==> src/rtl/bbq_pkg.sv <==
// Shared constants and types for the 64-slot basic-block queue controller.
package bbq_pkg;

  localparam int BBQ_DEPTH = 64;
  localparam int BBQ_PTR_W = 6;

  typedef logic [BBQ_PTR_W-1:0] bbq_ptr_t;
  typedef logic [BBQ_DEPTH-1:0] bbq_vec_t;
  typedef logic [BBQ_PTR_W:0]   bbq_cnt_t;

endpackage

==> src/rtl/ptr_range_mask.sv <==
// Circular half-open range mask: bit i set when slot i lies in (lo_ptr, hi_ptr].
// An empty range (lo_ptr == hi_ptr) yields an all-zero mask.
module ptr_range_mask
  import bbq_pkg::*;
(
  input  bbq_ptr_t lo_ptr,
  input  bbq_ptr_t hi_ptr,
  output bbq_vec_t mask
);

  bbq_ptr_t idx;

  // Per-slot membership test; the wrapped case uses OR because the range crosses slot 0.
  always_comb begin
    mask = '0;
    idx  = '0;
    for (int i = 0; i < BBQ_DEPTH; i++) begin
      idx = i[BBQ_PTR_W-1:0];
      if (lo_ptr < hi_ptr)
        mask[i] = (idx > lo_ptr) && (idx <= hi_ptr);
      else if (lo_ptr > hi_ptr)
        mask[i] = (idx > lo_ptr) || (idx <= hi_ptr);
    end
  end

endmodule

==> src/rtl/bb_queue_ctrl.sv <==
// Allocation / retire / flush controller for the circular basic-block queue.
// Tail holds the newest allocated slot, head the oldest; a flush rolls the
// tail back to the kept slot and kills everything younger.
module bb_queue_ctrl
  import bbq_pkg::*;
(
  input  logic                 clk,
  input  logic                 rst_n,
  input  logic                 enq_vld,
  output logic                 enq_rdy,
  output logic [BBQ_PTR_W-1:0] enq_ptr,
  output logic                 deq_vld,
  input  logic                 deq_rdy,
  output logic [BBQ_PTR_W-1:0] deq_ptr,
  output logic [BBQ_PTR_W-1:0] in_ptr,
  input  logic                 flush_vld,
  input  logic [BBQ_PTR_W-1:0] flush_ptr,
  output logic [BBQ_DEPTH-1:0] flush_vec,
  output logic                 flush_err,
  output logic [BBQ_DEPTH-1:0] valid_vec,
  output logic [BBQ_PTR_W:0]   count,
  output logic                 full,
  output logic                 empty
);

  bbq_ptr_t head, tail;
  bbq_cnt_t cnt;
  bbq_vec_t vld;
  bbq_vec_t range_mask;
  bbq_vec_t vld_next;
  bbq_cnt_t cnt_next;
  bbq_ptr_t span;
  logic     enq_fire, deq_fire, flush_ok;

  assign full      = (cnt == bbq_cnt_t'(BBQ_DEPTH));
  assign empty     = (cnt == '0);
  assign enq_ptr   = tail + 1'b1;
  assign deq_ptr   = head;
  assign in_ptr    = tail;
  assign count     = cnt;
  assign valid_vec = vld;
  assign enq_rdy   = ~full & ~flush_vld;
  assign deq_vld   = ~empty;
  assign enq_fire  = enq_vld & enq_rdy;
  assign deq_fire  = deq_vld & deq_rdy;
  assign flush_ok  = flush_vld & vld[flush_ptr];
  assign span      = flush_ptr - head;

  ptr_range_mask u_flush_mask (
    .lo_ptr (flush_ptr),
    .hi_ptr (tail),
    .mask   (range_mask)
  );

  assign flush_vec = flush_ok ? range_mask : '0;

  // Next valid vector and occupancy; enqueue never coincides with a flush since flush blocks enq_rdy.
  always_comb begin
    vld_next = vld;
    cnt_next = cnt;
    if (enq_fire) vld_next[enq_ptr] = 1'b1;
    if (deq_fire) vld_next[head]    = 1'b0;
    if (flush_ok) begin
      vld_next = vld_next & ~flush_vec;
      cnt_next = {1'b0, span} + bbq_cnt_t'(1) - bbq_cnt_t'(deq_fire);
    end else if (enq_fire && !deq_fire) begin
      cnt_next = cnt + 1'b1;
    end else if (deq_fire && !enq_fire) begin
      cnt_next = cnt - 1'b1;
    end
  end

  // Queue state registers; an invalid flush leaves state alone and raises a one-cycle error.
  always_ff @(posedge clk or negedge rst_n) begin
    if (!rst_n) begin
      head      <= '0;
      tail      <= bbq_ptr_t'(BBQ_DEPTH - 1);
      cnt       <= '0;
      vld       <= '0;
      flush_err <= 1'b0;
    end else begin
      vld       <= vld_next;
      cnt       <= cnt_next;
      flush_err <= flush_vld & ~flush_ok;
      if (deq_fire) head <= head + 1'b1;
      if (flush_ok)
        tail <= flush_ptr;
      else if (enq_fire)
        tail <= enq_ptr;
    end
  end

endmodule

==> config.mk <==
export PLATFORM = sky130hd
export DESIGN_NAME = bb_queue_ctrl
export DESIGN_NICKNAME = d
export VERILOG_FILES = /design/src/rtl/bbq_pkg.sv /design/src/rtl/ptr_range_mask.sv /design/src/rtl/bb_queue_ctrl.sv
export SDC_FILE = /design/constraint.sdc
export NUM_CORES = 1
export LEC_CHECK = 0
export CORE_MARGIN = 3
export CORE_UTILIZATION = 25
export DETAILED_ROUTE_END_ITERATION = 6
export GPL_TIMING_DRIVEN = 0
export PLACE_DENSITY = 0.55
export SYNTH_ARGS = -nofsm -noshare
export SYNTH_HDL_FRONTEND = slang
export SYNTH_SLANG_ARGS = --single-unit
==> constraint.sdc <==
create_clock -name clk -period 3.06 [get_ports clk]
set_input_delay 0.306 -clock clk [delete_from_list [all_inputs] [get_ports clk]]
set_output_delay 0.306 -clock clk [all_outputs]
set_load 0.03 [all_outputs]
==> metrics.cfg <==
[timing]
finalSetupTns_ps = -16110
slew_headroom_pct = 27.4
rsz0062_at_grt = true
finalSetupViolCount = 64
fmax_mhz = 291
worst_hold_slack_ps = 480
min_period_ps = 3440
fin_crit_sh_pct = 112
hold_violations = 0
tightest_slew_ps = 1080
final_max_slew_viol_count = 0
setup_ws_ps = -377
clock_skew_ps = 11.6

[drt]
wire_per_inst_um = 28.7
drtIter0Drc = 1164
routed_via_density = 6.09
drc = 0
ant_nets = 0
first_pass_iters = 5
wirelength_um = 51300
num_vias = 10900

[logic_synthesis]
ys_types = 67
netlist_instances = 1022
synth_area_leader_cell = dfrtp_1
yosysMostFrequentCell = a21oi_1
seq_area_frac_synth_pct = 26.9
ys.flop_type = dfrtp_1
ys_warn_count = 0
yosys_register_bits = 84
yosys-top-cells-area = dfrtp_1 (25%), a21oi_1 (8.4%), nor2_1 (5.9%), o21ai_0 (5.2%), ha_1 (4.1%)
synthTopCellsByCount = a21oi_1 (132), nor2_1 (123), o21ai_0 (82)
synth_top_area_share_pct = 24.9
syn_nets = 1061
syn_area_per_cell_um2 = 7.68
synthArstFlopShare_pct = 100
synth_area_um2 = 7850
synth_edf_count = 0

[worst_setup_path]
startpoint_type = register
crit_type = register to output pin
cp_cell_sequence = buf_8 -> clkbuf_16 -> clkinvlp_4 -> ha_4 -> o21ai_4 -> a21oi_4 -> o211a_4 -> buf_12 -> buf_8 -> buf_12 -> a31oi_4 -> o21ai_2 -> and2_4 -> buf_6
critPathRequiredTime_ps = 2750
worst_path_largest_cell_delay_ps = 590
reg2reg_depth = 14
r2r_setup_slack_ps = 20
crit_fanout = 5
arrival_ps = 3130
r2r-start = in_ptr[2]
cp_slowest_cell = dfstp_2
crit_path_end_kind = output pin
r2r_end = valid_vec[11]

[global_route]
grt_pass1_vias = 10400
grt_max_degree = 44
antenna_found_initial = 1
grt_pass1_wl_um = 71900
gr-usage-all-layers_pct = 29.0
grt_overflow = 0

[hold_path]
hp-class = input port to async pin

[clocking]
clk_root_buffer_cell = clkbuf_16
htree_levels = 3
clk_path_buf_depth = 2
path_clk_slew_ps = 70
cts_tree = built
numClockSinks = 84
numCtsBuffers = 9
worstSkewPairLatency_ps = 350

[final_layout]
design_area_um2 = 14400
final_layout_size_suffix_gt1_share_pct = 46.3
nets = 1424
area_delta_synth_final_pct = 83.6
antenna_cells = 0
finalCoreUtilization_pct = 46.9

[floorplan]
die_x_um = 183
ios = 169
num_rows = 64
die_h_um = 183
die-area_um2 = 33600
core_um2 = 30700
start_util_pct = 25.5

[power]
intPower_mw = 9.37
power.switching_mw = 9.92
power_frac_comb_pct = 81.6
power_frac_seq_pct = 11.5
cellPowerDensity_nw_per_um2 = 1340
p_sw_share_pct = 51.4
p_clk_share_pct = 6.9
ir_drop_mv = 0.544
p_leak_nw = 5.87

[run]
cap_violations = 0

[placed_design]
dpl_worst_slack_ps = -2340
place.gp.congestion = 0.996
hpwl_um = 36700
numPortBuffers = 168
placed_cell_area_um2 = 10200

[run_status]
status = finished with violations
violations = setup timing

==> worst max-delay path by stage <==
stage                            start             to  slack [ps]  cells after the start
final                        in_ptr[2]   flush_vec[2]        -380                     14
after global routing         in_ptr[2]   flush_vec[7]        -400                     13
after CTS                    in_ptr[2]   flush_vec[7]        -370                     13
after detailed placement  flush_ptr[3]  flush_vec[16]       -2340                     11
after global placement    flush_ptr[3]  flush_vec[16]       -2370                     11
after floorplan              in_ptr[3]  flush_vec[16]           4                     11
==> repair_timing <==
item / CTS / global route
endpoints found under the hold margin: 41 / 0
buffers inserted: 122 / 59
hold buffers: 1 / 0
endpoints found under the setup margin: 144 / 112
gates cloned: 10 / 2
pin swaps: 96 / 82
resized for setup: 863 / 150
==> cell usage in the layout, fill, tap and decap left out, types with 11 or more instances in the layout <==
cell type / n
a21oi_4: 15
buf_4: 156
nor3_1: 11
o21ai_2: 22
and2_1: 16
inv_1: 18
buf_6: 86
and2_4: 33
o22ai_1: 20
nor2_2: 19
buf_8: 13
clkbuf_16: 24
nand3_1: 20
o21bai_1: 25
a21oi_2: 36
o221a_2: 23
dfrtp_1: 74
nand2_1: 61
nor2_1: 93
clkdlybuf4s50_1: 95
buf_12: 12
a221oi_1: 13
and3_1: 13
clkbuf_1: 20
nor2_4: 11
mux2i_1: 20
o21ai_4: 16
o21ai_0: 35
ha_1: 16
a21oi_1: 81
==> routing by layer <==
layer / up-vias / wire [um] / global-route usage (%)
met5: - / 0 / 0
met4: 0 / 3080 / 13.5
met3: 183 / 5670 / 5.49
met2: 863 / 21500 / 43.0
met1: 5286 / 21100 / 40.6
li1: 4538 / - / -
==> cell type report <==
| type | instances | area (um2) |
|---|---|---|
| well taps | 396 | 495 |
| clock inverters | 4 | 95.1 |
| fillers | 3009 | 16300 |
| multi-input cells | 833 | 7060 |
| clock buffers | 12 | 256 |
| plain buffers | 73 | 778 |
| repair buffers | 358 | 3480 |
| inverters | 26 | 124 |
| flip-flops and latches | 84 | 2120 |
==> kinds of logic after synthesis <==
logic type	Yosys count	synth area share, %
multiplexers	33	5.58
buffers and inverters	105	5.63
flip-flops	84	26.9
AO/OA/AOI/OAI	393	32.9
adder cells (fa/ha/maj)	28	4.66
AND/OR/NAND/NOR	361	22.1
XOR/XNOR	18	2.18
==> power by group through the flow <==
stage | Clock, mW | Combinational, mW | Sequential (mW)
after floorplan | 0 | 4.76 | 2.79
after global placement | 0 | 9.34 | 2.20
after detailed placement | 0 | 9.33 | 2.19
after CTS | 1.32 | 13.6 | 2.18
after global routing | 1.38 | 16.3 | 2.26
final | 1.33 | 15.7 | 2.22
==> metrics by stage <==
stage | total power [mW] | std cells
2_1_floorplan | 7.55 | 1022
3_3_place_gp | 11.5 | 1586
3_5_place_dp | 11.5 | 1587
4_1_cts | 17.1 | 1733
5_1_grt | 19.9 | 1786
6_report | 19.3 | 1786
==> worst max-delay path: cells and delay by family, from the launching register on <==
kind | cells | cell delay [ps]
compound gates | 5 | 810
simple gates | 1 | 190
buf+inv | 7 | 870
flops | 1 | 590
fa+ha+maj | 1 | 310
==> flip-flops by register name, summed over array words and instances (netlist names) <==
name       flops
deq_ptr        6
valid_vec     64
in_ptr         6
count          7
flush_err      1
No activity file was read; power rests on OpenSTA's default activity.
